<file path="src/rtl/apb_master_pkg.sv">
// apb_master_pkg: shared definitions for the two-requester APB master.
//   - FSM state encoding (IDLE/SETUP/ACCESS/RESP)
//   - slave-select field position within the byte address
//   - address-map constants for the GPIO and UART slaves
//   - default ACCESS-phase timeout
package apb_master_pkg;

  typedef enum logic [1:0] {
    ST_IDLE   = 2'd0,
    ST_SETUP  = 2'd1,
    ST_ACCESS = 2'd2,
    ST_RESP   = 2'd3
  } state_e;

  localparam int SLV_MSB = 15;
  localparam int SLV_LSB = 12;

  localparam logic [3:0] SLV_GPIO = 4'h0;
  localparam logic [3:0] SLV_UART = 4'h1;

  localparam int TIMEOUT_DEF = 16;

endpackage

</file>
<file path="src/rtl/rr_arbiter2.sv">
// rr_arbiter2: two-way round-robin arbiter.
//   PCLK, PRESETn (async, active-high) - clock / reset
//   req_i[1:0]  - request vector
//   accept_i    - grant is consumed this cycle; pointer advances
//   gnt_o[1:0]  - one-hot grant (combinational), 0 when no request
module rr_arbiter2 (
  input  logic       PCLK,
  input  logic       PRESETn,
  input  logic [1:0] req_i,
  input  logic       accept_i,
  output logic [1:0] gnt_o
);

  // Index of the requester granted last. Reset to 1 so req0 wins the
  // first contended arbitration.
  logic last_q;

  always_comb begin
    gnt_o = 2'b00;
    case (req_i)
      2'b01:   gnt_o = 2'b01;
      2'b10:   gnt_o = 2'b10;
      2'b11:   gnt_o = last_q ? 2'b01 : 2'b10;
      default: gnt_o = 2'b00;
    endcase
  end

  always_ff @(posedge PCLK or posedge PRESETn) begin
    if (PRESETn)                     last_q <= 1'b1;
    else if (accept_i && |gnt_o)     last_q <= gnt_o[1];
  end

endmodule

</file>
<file path="src/rtl/apb_rr_master.sv">
// apb_rr_master: shares one APB bus between two command requesters.
//   PCLK, PRESETn (async, active-high)
//   reqN_*  : command in (valid/write/addr/wdata/strb), reqN_ready out
//   rspN_*  : one-cycle response pulse with rdata/err
//   PADDR/PWRITE/PWDATA/PSTRB/PENABLE, PSEL_GPIO/PSEL_UART : APB out
//   PRDATA_*/PREADY_*/PSLVERR_* : per-slave APB returns
// Address bits [15:12] select the slave; other values error without a bus cycle.
module apb_rr_master
  import apb_master_pkg::*;
#(
  parameter int DATA_W  = 32,
  parameter int ADDR_W  = 32,
  parameter int TIMEOUT = TIMEOUT_DEF
) (
  input  logic                PCLK,
  input  logic                PRESETn,
  input  logic                req0_valid,
  input  logic                req0_write,
  input  logic [ADDR_W-1:0]   req0_addr,
  input  logic [DATA_W-1:0]   req0_wdata,
  input  logic [DATA_W/8-1:0] req0_strb,
  output logic                req0_ready,
  input  logic                req1_valid,
  input  logic                req1_write,
  input  logic [ADDR_W-1:0]   req1_addr,
  input  logic [DATA_W-1:0]   req1_wdata,
  input  logic [DATA_W/8-1:0] req1_strb,
  output logic                req1_ready,
  output logic                rsp0_valid,
  output logic [DATA_W-1:0]   rsp0_rdata,
  output logic                rsp0_err,
  output logic                rsp1_valid,
  output logic [DATA_W-1:0]   rsp1_rdata,
  output logic                rsp1_err,
  output logic [ADDR_W-1:0]   PADDR,
  output logic                PWRITE,
  output logic [DATA_W-1:0]   PWDATA,
  output logic [DATA_W/8-1:0] PSTRB,
  output logic                PENABLE,
  output logic                PSEL_GPIO,
  output logic                PSEL_UART,
  input  logic [DATA_W-1:0]   PRDATA_GPIO,
  input  logic [DATA_W-1:0]   PRDATA_UART,
  input  logic                PREADY_GPIO,
  input  logic                PREADY_UART,
  input  logic                PSLVERR_GPIO,
  input  logic                PSLVERR_UART
);

  localparam int CNT_W = $clog2(TIMEOUT + 1);

  state_e              state_q, state_d;
  logic                owner_q, owner_d;
  logic                write_q, write_d;
  logic [ADDR_W-1:0]   addr_q, addr_d;
  logic [DATA_W-1:0]   wdata_q, wdata_d;
  logic [DATA_W/8-1:0] strb_q, strb_d;
  logic                uart_q, uart_d;   // selected slave: 1=UART, 0=GPIO
  logic [DATA_W-1:0]   rdata_q, rdata_d;
  logic                err_q, err_d;
  logic [CNT_W-1:0]    cnt_q, cnt_d;

  // ---- arbitration ----
  logic [1:0] gnt;
  logic       accept;

  assign accept = (state_q == ST_IDLE) && (req0_valid || req1_valid);

  rr_arbiter2 u_arb (
    .PCLK     (PCLK),
    .PRESETn  (PRESETn),
    .req_i    ({req1_valid, req0_valid}),
    .accept_i (accept),
    .gnt_o    (gnt)
  );

  assign req0_ready = (state_q == ST_IDLE) && gnt[0];
  assign req1_ready = (state_q == ST_IDLE) && gnt[1];

  // ---- incoming command mux + decode ----
  logic                in_write;
  logic [ADDR_W-1:0]   in_addr;
  logic [DATA_W-1:0]   in_wdata;
  logic [DATA_W/8-1:0] in_strb;
  logic [3:0]          in_slv;
  logic                in_hit;

  assign in_write = gnt[1] ? req1_write : req0_write;
  assign in_addr  = gnt[1] ? req1_addr  : req0_addr;
  assign in_wdata = gnt[1] ? req1_wdata : req0_wdata;
  assign in_strb  = gnt[1] ? req1_strb  : req0_strb;
  assign in_slv   = in_addr[SLV_MSB:SLV_LSB];
  assign in_hit   = (in_slv == SLV_GPIO) || (in_slv == SLV_UART);

  // ---- selected slave return path ----
  logic              sel_ready, sel_err;
  logic [DATA_W-1:0] sel_rdata;

  assign sel_ready = uart_q ? PREADY_UART  : PREADY_GPIO;
  assign sel_err   = uart_q ? PSLVERR_UART : PSLVERR_GPIO;
  assign sel_rdata = uart_q ? PRDATA_UART  : PRDATA_GPIO;

  // ---- FSM ----
  always_comb begin
    state_d = state_q;
    owner_d = owner_q;
    write_d = write_q;
    addr_d  = addr_q;
    wdata_d = wdata_q;
    strb_d  = strb_q;
    uart_d  = uart_q;
    rdata_d = rdata_q;
    err_d   = err_q;
    cnt_d   = cnt_q;
    unique case (state_q)
      ST_IDLE: begin
        if (accept) begin
          owner_d = gnt[1];
          write_d = in_write;
          addr_d  = in_addr;
          wdata_d = in_wdata;
          strb_d  = in_strb;
          uart_d  = (in_slv == SLV_UART);
          rdata_d = '0;
          err_d   = !in_hit;
          state_d = in_hit ? ST_SETUP : ST_RESP;
        end
      end
      ST_SETUP: state_d = ST_ACCESS;
      ST_ACCESS: begin
        if (sel_ready) begin
          // rdata stays 0 for writes and slave errors
          rdata_d = (write_q || sel_err) ? '0 : sel_rdata;
          err_d   = sel_err;
          cnt_d   = '0;
          state_d = ST_RESP;
        end else if (cnt_q == CNT_W'(TIMEOUT - 1)) begin
          // this is the TIMEOUT-th cycle without PREADY: abort
          rdata_d = '0;
          err_d   = 1'b1;
          cnt_d   = '0;
          state_d = ST_RESP;
        end else begin
          cnt_d = cnt_q + CNT_W'(1);
        end
      end
      ST_RESP: state_d = ST_IDLE;
      default: state_d = ST_IDLE;
    endcase
  end

  always_ff @(posedge PCLK or posedge PRESETn) begin
    if (PRESETn) begin
      state_q <= ST_IDLE;
      owner_q <= 1'b0;
      write_q <= 1'b0;
      addr_q  <= '0;
      wdata_q <= '0;
      strb_q  <= '0;
      uart_q  <= 1'b0;
      rdata_q <= '0;
      err_q   <= 1'b0;
      cnt_q   <= '0;
    end else begin
      state_q <= state_d;
      owner_q <= owner_d;
      write_q <= write_d;
      addr_q  <= addr_d;
      wdata_q <= wdata_d;
      strb_q  <= strb_d;
      uart_q  <= uart_d;
      rdata_q <= rdata_d;
      err_q   <= err_d;
      cnt_q   <= cnt_d;
    end
  end

  // ---- outputs ----
  logic on_bus, in_resp;

  assign on_bus  = (state_q == ST_SETUP) || (state_q == ST_ACCESS);
  assign in_resp = (state_q == ST_RESP);

  assign PADDR     = addr_q;
  assign PWRITE    = write_q;
  assign PWDATA    = wdata_q;
  assign PSTRB     = strb_q;
  assign PENABLE   = (state_q == ST_ACCESS);
  assign PSEL_GPIO = on_bus && !uart_q;
  assign PSEL_UART = on_bus &&  uart_q;

  assign rsp0_valid = in_resp && !owner_q;
  assign rsp1_valid = in_resp &&  owner_q;
  assign rsp0_rdata = rsp0_valid ? rdata_q : '0;
  assign rsp1_rdata = rsp1_valid ? rdata_q : '0;
  assign rsp0_err   = rsp0_valid && err_q;
  assign rsp1_err   = rsp1_valid && err_q;

endmodule

</file>
<file path="config.mk">
export PLATFORM = sky130hd
export DESIGN_NAME = apb_rr_master
export DESIGN_NICKNAME = d
export VERILOG_FILES = /design/src/rtl/apb_master_pkg.sv /design/src/rtl/rr_arbiter2.sv /design/src/rtl/apb_rr_master.sv
export SDC_FILE = /design/constraint.sdc
export NUM_CORES = 1
export LEC_CHECK = 0
export ABC_CLOCK_PERIOD_IN_PS = 5900
export BUFFER_PORTS_ARGS = -buffer_cell sky130_fd_sc_hd__buf_2
export CAP_MARGIN = 20
export CORE_AREA = 10 10 127 129
export CTS_BUF_LIST = sky130_fd_sc_hd__clkbuf_16
export CTS_CLUSTER_SIZE = 10
export DETAILED_ROUTE_END_ITERATION = 12
export DIE_AREA = 0 0 137 139
export PLACE_DENSITY_LB_ADDON = 0.15
export SLEW_MARGIN = 5
export SYNTH_ARGS = -nofsm -noshare
export SYNTH_HDL_FRONTEND = slang
export SYNTH_HIERARCHICAL = 1
export SYNTH_SLANG_ARGS = --single-unit
</file>
<file path="constraint.sdc">
create_clock -name PCLK -period 5.9 [get_ports PCLK]
set_clock_uncertainty 0.2 [all_clocks]
set_input_delay 0.59 -clock PCLK [delete_from_list [all_inputs] [get_ports PCLK]]
set_output_delay 0.59 -clock PCLK [all_outputs]
set_load 0.01 [all_outputs]
</file>
Word level (Yosys, flattened, before mapping)
Index checks and enable logic that the tools add are counted.

Reductions and logical operators: 24. Mux-type cells: 27. Add/subtract/negate cells: 1. Equal/unequal tests: 10.

Operator list (count): 2-to-1 mux 32 bit (9); case mux 32 bit (2 select lines) (1); logical AND 1 bit (10); 2-to-1 mux 2 bit (5); 2-to-1 mux 5 bit (2); == test 2 bit (second input constant) (4); case mux 2 bit (4 select lines) (1); 2-to-1 mux 1 bit (6); case mux 2 bit (3 select lines) (1); adder 5 x 1 -> 5 bit (second input constant) (1); == test 5 x 4 -> 1 bit (second input constant) (1); == test 2 x 1 -> 1 bit (second input constant) (2); == test 4 x 1 -> 1 bit (second input constant) (1); logical NOT 4 bit (1); logical OR 1 bit (4); 2-to-1 mux 4 bit (1); AND reduction 2 bit (2); logical NOT 1 bit (3); != test 3 x 1 -> 1 bit (second input constant) (1); AND reduction 3 bit (1); logical NOT 2 bit (1); != test 2 x 1 -> 1 bit (second input constant) (1); case mux 1 bit (2 select lines) (1); nonzero test 2 bit (1); OR reduction 2 bit (1).

Flip-flop bits (word level): 112. Output and inout port bits: 142. Input port bits: 210. Logic and storage cells: 73.

Logic depth before layout (Yosys ltp)
Word-level depth: 8. Gate-level depth with buffers: 9. Depth with buffers taken out: 7.

By module
Netlist, hierarchy kept.

By module, submodules not included: apb_rr_master (area an instance 5959.5 um^2, cells each 586, sequential area each 2777.7 um^2, times used 1); rr_arbiter2 (area an instance 60.1 um^2, cells each 7, sequential area each 26.3 um^2, times used 1).

Worst setup path after synthesis
OpenSTA, ideal clock, no wires.

Path kind: input -> output. Start: in req1_valid. End: out req1_ready. Stages on the path: 4. Data required time: 5.110 ns. Arrival time: 1.579 ns. Slack: 3.531 ns. Buffers on the path: 2. Cells stage by stage: a21boi_0 > buf_2 > buf_1 > and2_1.

Word-level cells in the longest chain between the ends: 3. Elaborated cells on any way between the ends: 5. Classes of those cells: 3 x eq/ne; 1 x mux; 1 x reduce/logical.

Ends and longest elaborated chain: start: declaration (line apb_rr_master.sv:23) `input logic req1_valid,`; == test 2 bit or == test 2 x 1 -> 1 bit (tied branches) (line rr_arbiter2.sv:20) `case (req_i)`; case mux 2 bit (3 select lines) (*) (line rr_arbiter2.sv:20); logical AND 1 bit (*) (line apb_rr_master.sv:78) `assign req1_ready = (state_q == ST_IDLE) && gnt[1];`; end: declaration (line apb_rr_master.sv:28) `output logic req1_ready,`.

Mark *: on every way between the ends. The rest lies on a longest branch, timed or not.

Worst setup path after layout
Start: reg state_q[1]. End: out rsp0_rdata[21].

Word-level cells in the longest chain between the ends: 3.

Ends and longest elaborated chain: start: declaration (line apb_rr_master.sv:52) `state_e state_q, state_d;`; start signal: assignment (line apb_rr_master.sv:165) `state_q <= state_d;`; == test 2 bit (line apb_rr_master.sv:182) `assign in_resp = (state_q == ST_RESP);`; logical AND 1 bit (line apb_rr_master.sv:192) `assign rsp0_valid = in_resp && !owner_q;`; 2-to-1 mux 32 bit (line apb_rr_master.sv:194) `assign rsp0_rdata = rsp0_valid ? rdata_q : '0;`; end: declaration (line apb_rr_master.sv:30) `output logic [DATA_W-1:0] rsp0_rdata,`.

No other way between the ends.

==> reports/qor.yml <==
worstSkewPairLatency_ns: 0.34
synthArstFlopShare_pct: 100
min_period_over_period_pct: 60.1
fin_tns_setup_ns: 0
ctsResizeCount: 0
dp_cells: 1082
coreArea_um2: 13700
final_layout_size_suffix_gt1_share_pct: 44.7
seq_area_um2: 2810
cp-end-kind: "output pin"
ant_nets: 0
grt_usage_pct: 19.5
initial_utilization_pct: 44.0
gp_congestion: 0.825
place_area_um2: 7850
via_per_inst: 4.79
p_switching_w: 0.00140
synth_cell_types: 34
clock_path_buffers: 2
p_total_w: 0.00330
cts_made_buffers: 9
dieArea_um2: 19000
cts_sinks: 112
fin_area_um2: 8120
drt_iter0_markers: 243
path_class: "reg -> out"
die_w_um: 137
clk_pin_slew_ns: 0.07
multi_input_area_um2: 2980
peakVddDrop_mv: 0.292
seq_area_frac_synth_pct: 46.6
synth_edf_count: 0
hold_viol: 0
slew_violations: 0
slew_headroom_pct: 35.3
root_buffer: "clkbuf_16"
wl_per_cell_um: 17.9
synth_ff_type: "dfrtp_1"
crit_chain: "ha_1, nor2b_2, and2_1, buf_2"
rows: 43
grt_setup_unrepaired: "no"
combPwrFrac_pct: 44.8
drtPass1Iterations: 4
fmax_ghz: 0.282
pwr-share-seq_pct: 38.2
io-pin-count: 352
htree_levels: 3
clock_power_share_pct: 17.0
nFillCells: 1301
status: "finished, final reports clean"
fp.dieH_um: 139
path_max_fanout: 35
netlist_instances: 593
antenna_found_initial: 1
max_slew.worst_pin.slew_ns: 0.966
required_ns: 5.11
cp_slowest_cell: "nor2b_2"
synth.avg_cell_area_um2: 10.2
layout_commonest_cell: "buf_2"
power_leakage_nw: 4.46
drc_errors: 0
cp.arrival_ns: 2.75
finalNonFillerCells: 1099
hold_path_class: "in -> async"
hold_ws_ns: 0.0669
detailed_place_hpwl_um: 15700
drt-total-wl_um: 19600
power.internal_w: 0.00191
synthToLayoutAreaGrowth_pct: 35.0
synth_area_um2: 6020
layout_common_cells: "351 x buf_2, 110 x dfrtp_1, 109 x nand2_1"
switching_share_pct: 42.3
grt_pass1_wl_um: 29900
final.min_clock_period_ns: 3.54
yosysWarnings: 6
grt-ovfl-total: 0
fin_nets: 1128
grt_pass1_vias: 5603
start_kind: "flop"
io_buffers: 351
cts_hold_buf: 0
grt_max_degree: 113
ys_ff_latch: 112
p_per_area_nw_per_um2: 407
critical-path-max-stage-delay_ns: 0.92
maxCapViolCount: 0
finalSetupViolCount: 0
cts_setup_buffers: 0
vias: 5267
cts_tree: "built"
syn-num-nets: 808
-- area by class of cell --
class | instances | area share [%]
sequential | 112 | 34.5
clock buffer | 9 | 2.77
tap | 180 | 2.77
multi-input combinational | 426 | 36.7
antenna | 1 | 0.0308
clock inverter | 7 | 0.554
timing repair buffer | 356 | 22.2
inverter | 8 | 0.400
-- per-layer routing --
| metal | track usage (%) | share of wire, % | vias to the layer above |
|---|---|---|---|
| li1 | - | - | 2695 |
| met1 | 21.8 | 38 | 2343 |
| met2 | 33.7 | 50 | 214 |
| met3 | 7.43 | 11 | 15 |
| met4 | 5.22 | 1.4 | 0 |
| met5 | 0 | 0 | - |
-- synthesized netlist by cell type (all sizes together) (3+ instances only) --
cell type,count,area [um^2]
a21boi,3,22.5
a21oi,3,15.0
and2,37,231
and3,33,206
buf,23,140
clkbuf,24,90.1
dfrtp,111,2780
ha,5,62.6
inv,8,30.0
mux2i,107,1070
nand2,109,409
nand3,3,15.0
nor2,4,15.0
nor2b,4,25.0
o21ai,73,365
o31ai,33,407
-- worst max-delay path: cells and delay by family, from the launching register on --
family / cells / cell delay (ns)
AND/OR/NAND/NOR: 2 / 1.16
adder cells (fa/ha/maj): 1 / 0.75
flip-flops: 1 / 0.37
buffers and inverters: 1 / 0.13
-- power groups by stage --
stage	sequential (W)	combinational [W]	clock [W]
detailed placement	0.00127	0.00153	0
floorplan	0.00133	0.000893	0
global placement	0.00127	0.00150	0
global route	0.00131	0.00166	0.000607
finish	0.00126	0.00148	0.000561
CTS	0.00126	0.00152	0.000577
-- logic make-up after synthesis --
group,synth area share [%]
AOI/OAI and AO/OA,14.4
adders and majority gates,1.04
buffers and inverters,4.32
DFF,46.6
muxes,18.0
and+or+nand+nor,15.6
-- metrics by stage --
step / setup WS, ns / util (%)
4_1_cts: 2.27 / 59.4
3_3_place_gp: 2.77 / 57.5
5_1_grt: 1.97 / 59.4
2_1_floorplan: 2.18 / -
6_report: 2.36 / 59.4
3_5_place_dp: 2.65 / 57.5
-- state kept, by name, indices dropped and copies added, names as in the netlist --
| name | count |
|---|---|
| owner_q | 1 |
| u_arb/last_q | 1 |
| rdata_q | 32 |
| uart_q | 1 |
| PADDR | 32 |
| cnt_q | 5 |
| state_q | 2 |
| err_q | 1 |
| PWDATA | 32 |
| PWRITE | 1 |
| PSTRB | 4 |
-- worst paths after layout --
| kind | startpoint | end | slack [ns] | depth (start not counted) |
|---|---|---|---|---|
| max in group asynchronous | PRESETn | PWDATA[27]$_DFFE_PP0P_ | 4.18 | 3 |
| worst min register to register | PADDR[21]$_DFFE_PP0P_ | PADDR[21]$_DFFE_PP0P_ | 0.28 | 2 |
| worst min-delay path | PRESETn | u_arb/last_q$_DFFE_PP1P_ | 0.07 | 2 |
| worst max register to register | state_q[0]$_DFFE_PP0P_ | rdata_q[7]$_DFFE_PP0P_ | 3.21 | 8 |
| min in group PCLK | PADDR[21]$_DFFE_PP0P_ | PADDR[21]$_DFFE_PP0P_ | 0.28 | 2 |
| worst max-delay path | state_q[1]$_DFFE_PP0P_ | rsp0_rdata[21] | 2.36 | 4 |
Power figures use the tool's default switching activity.
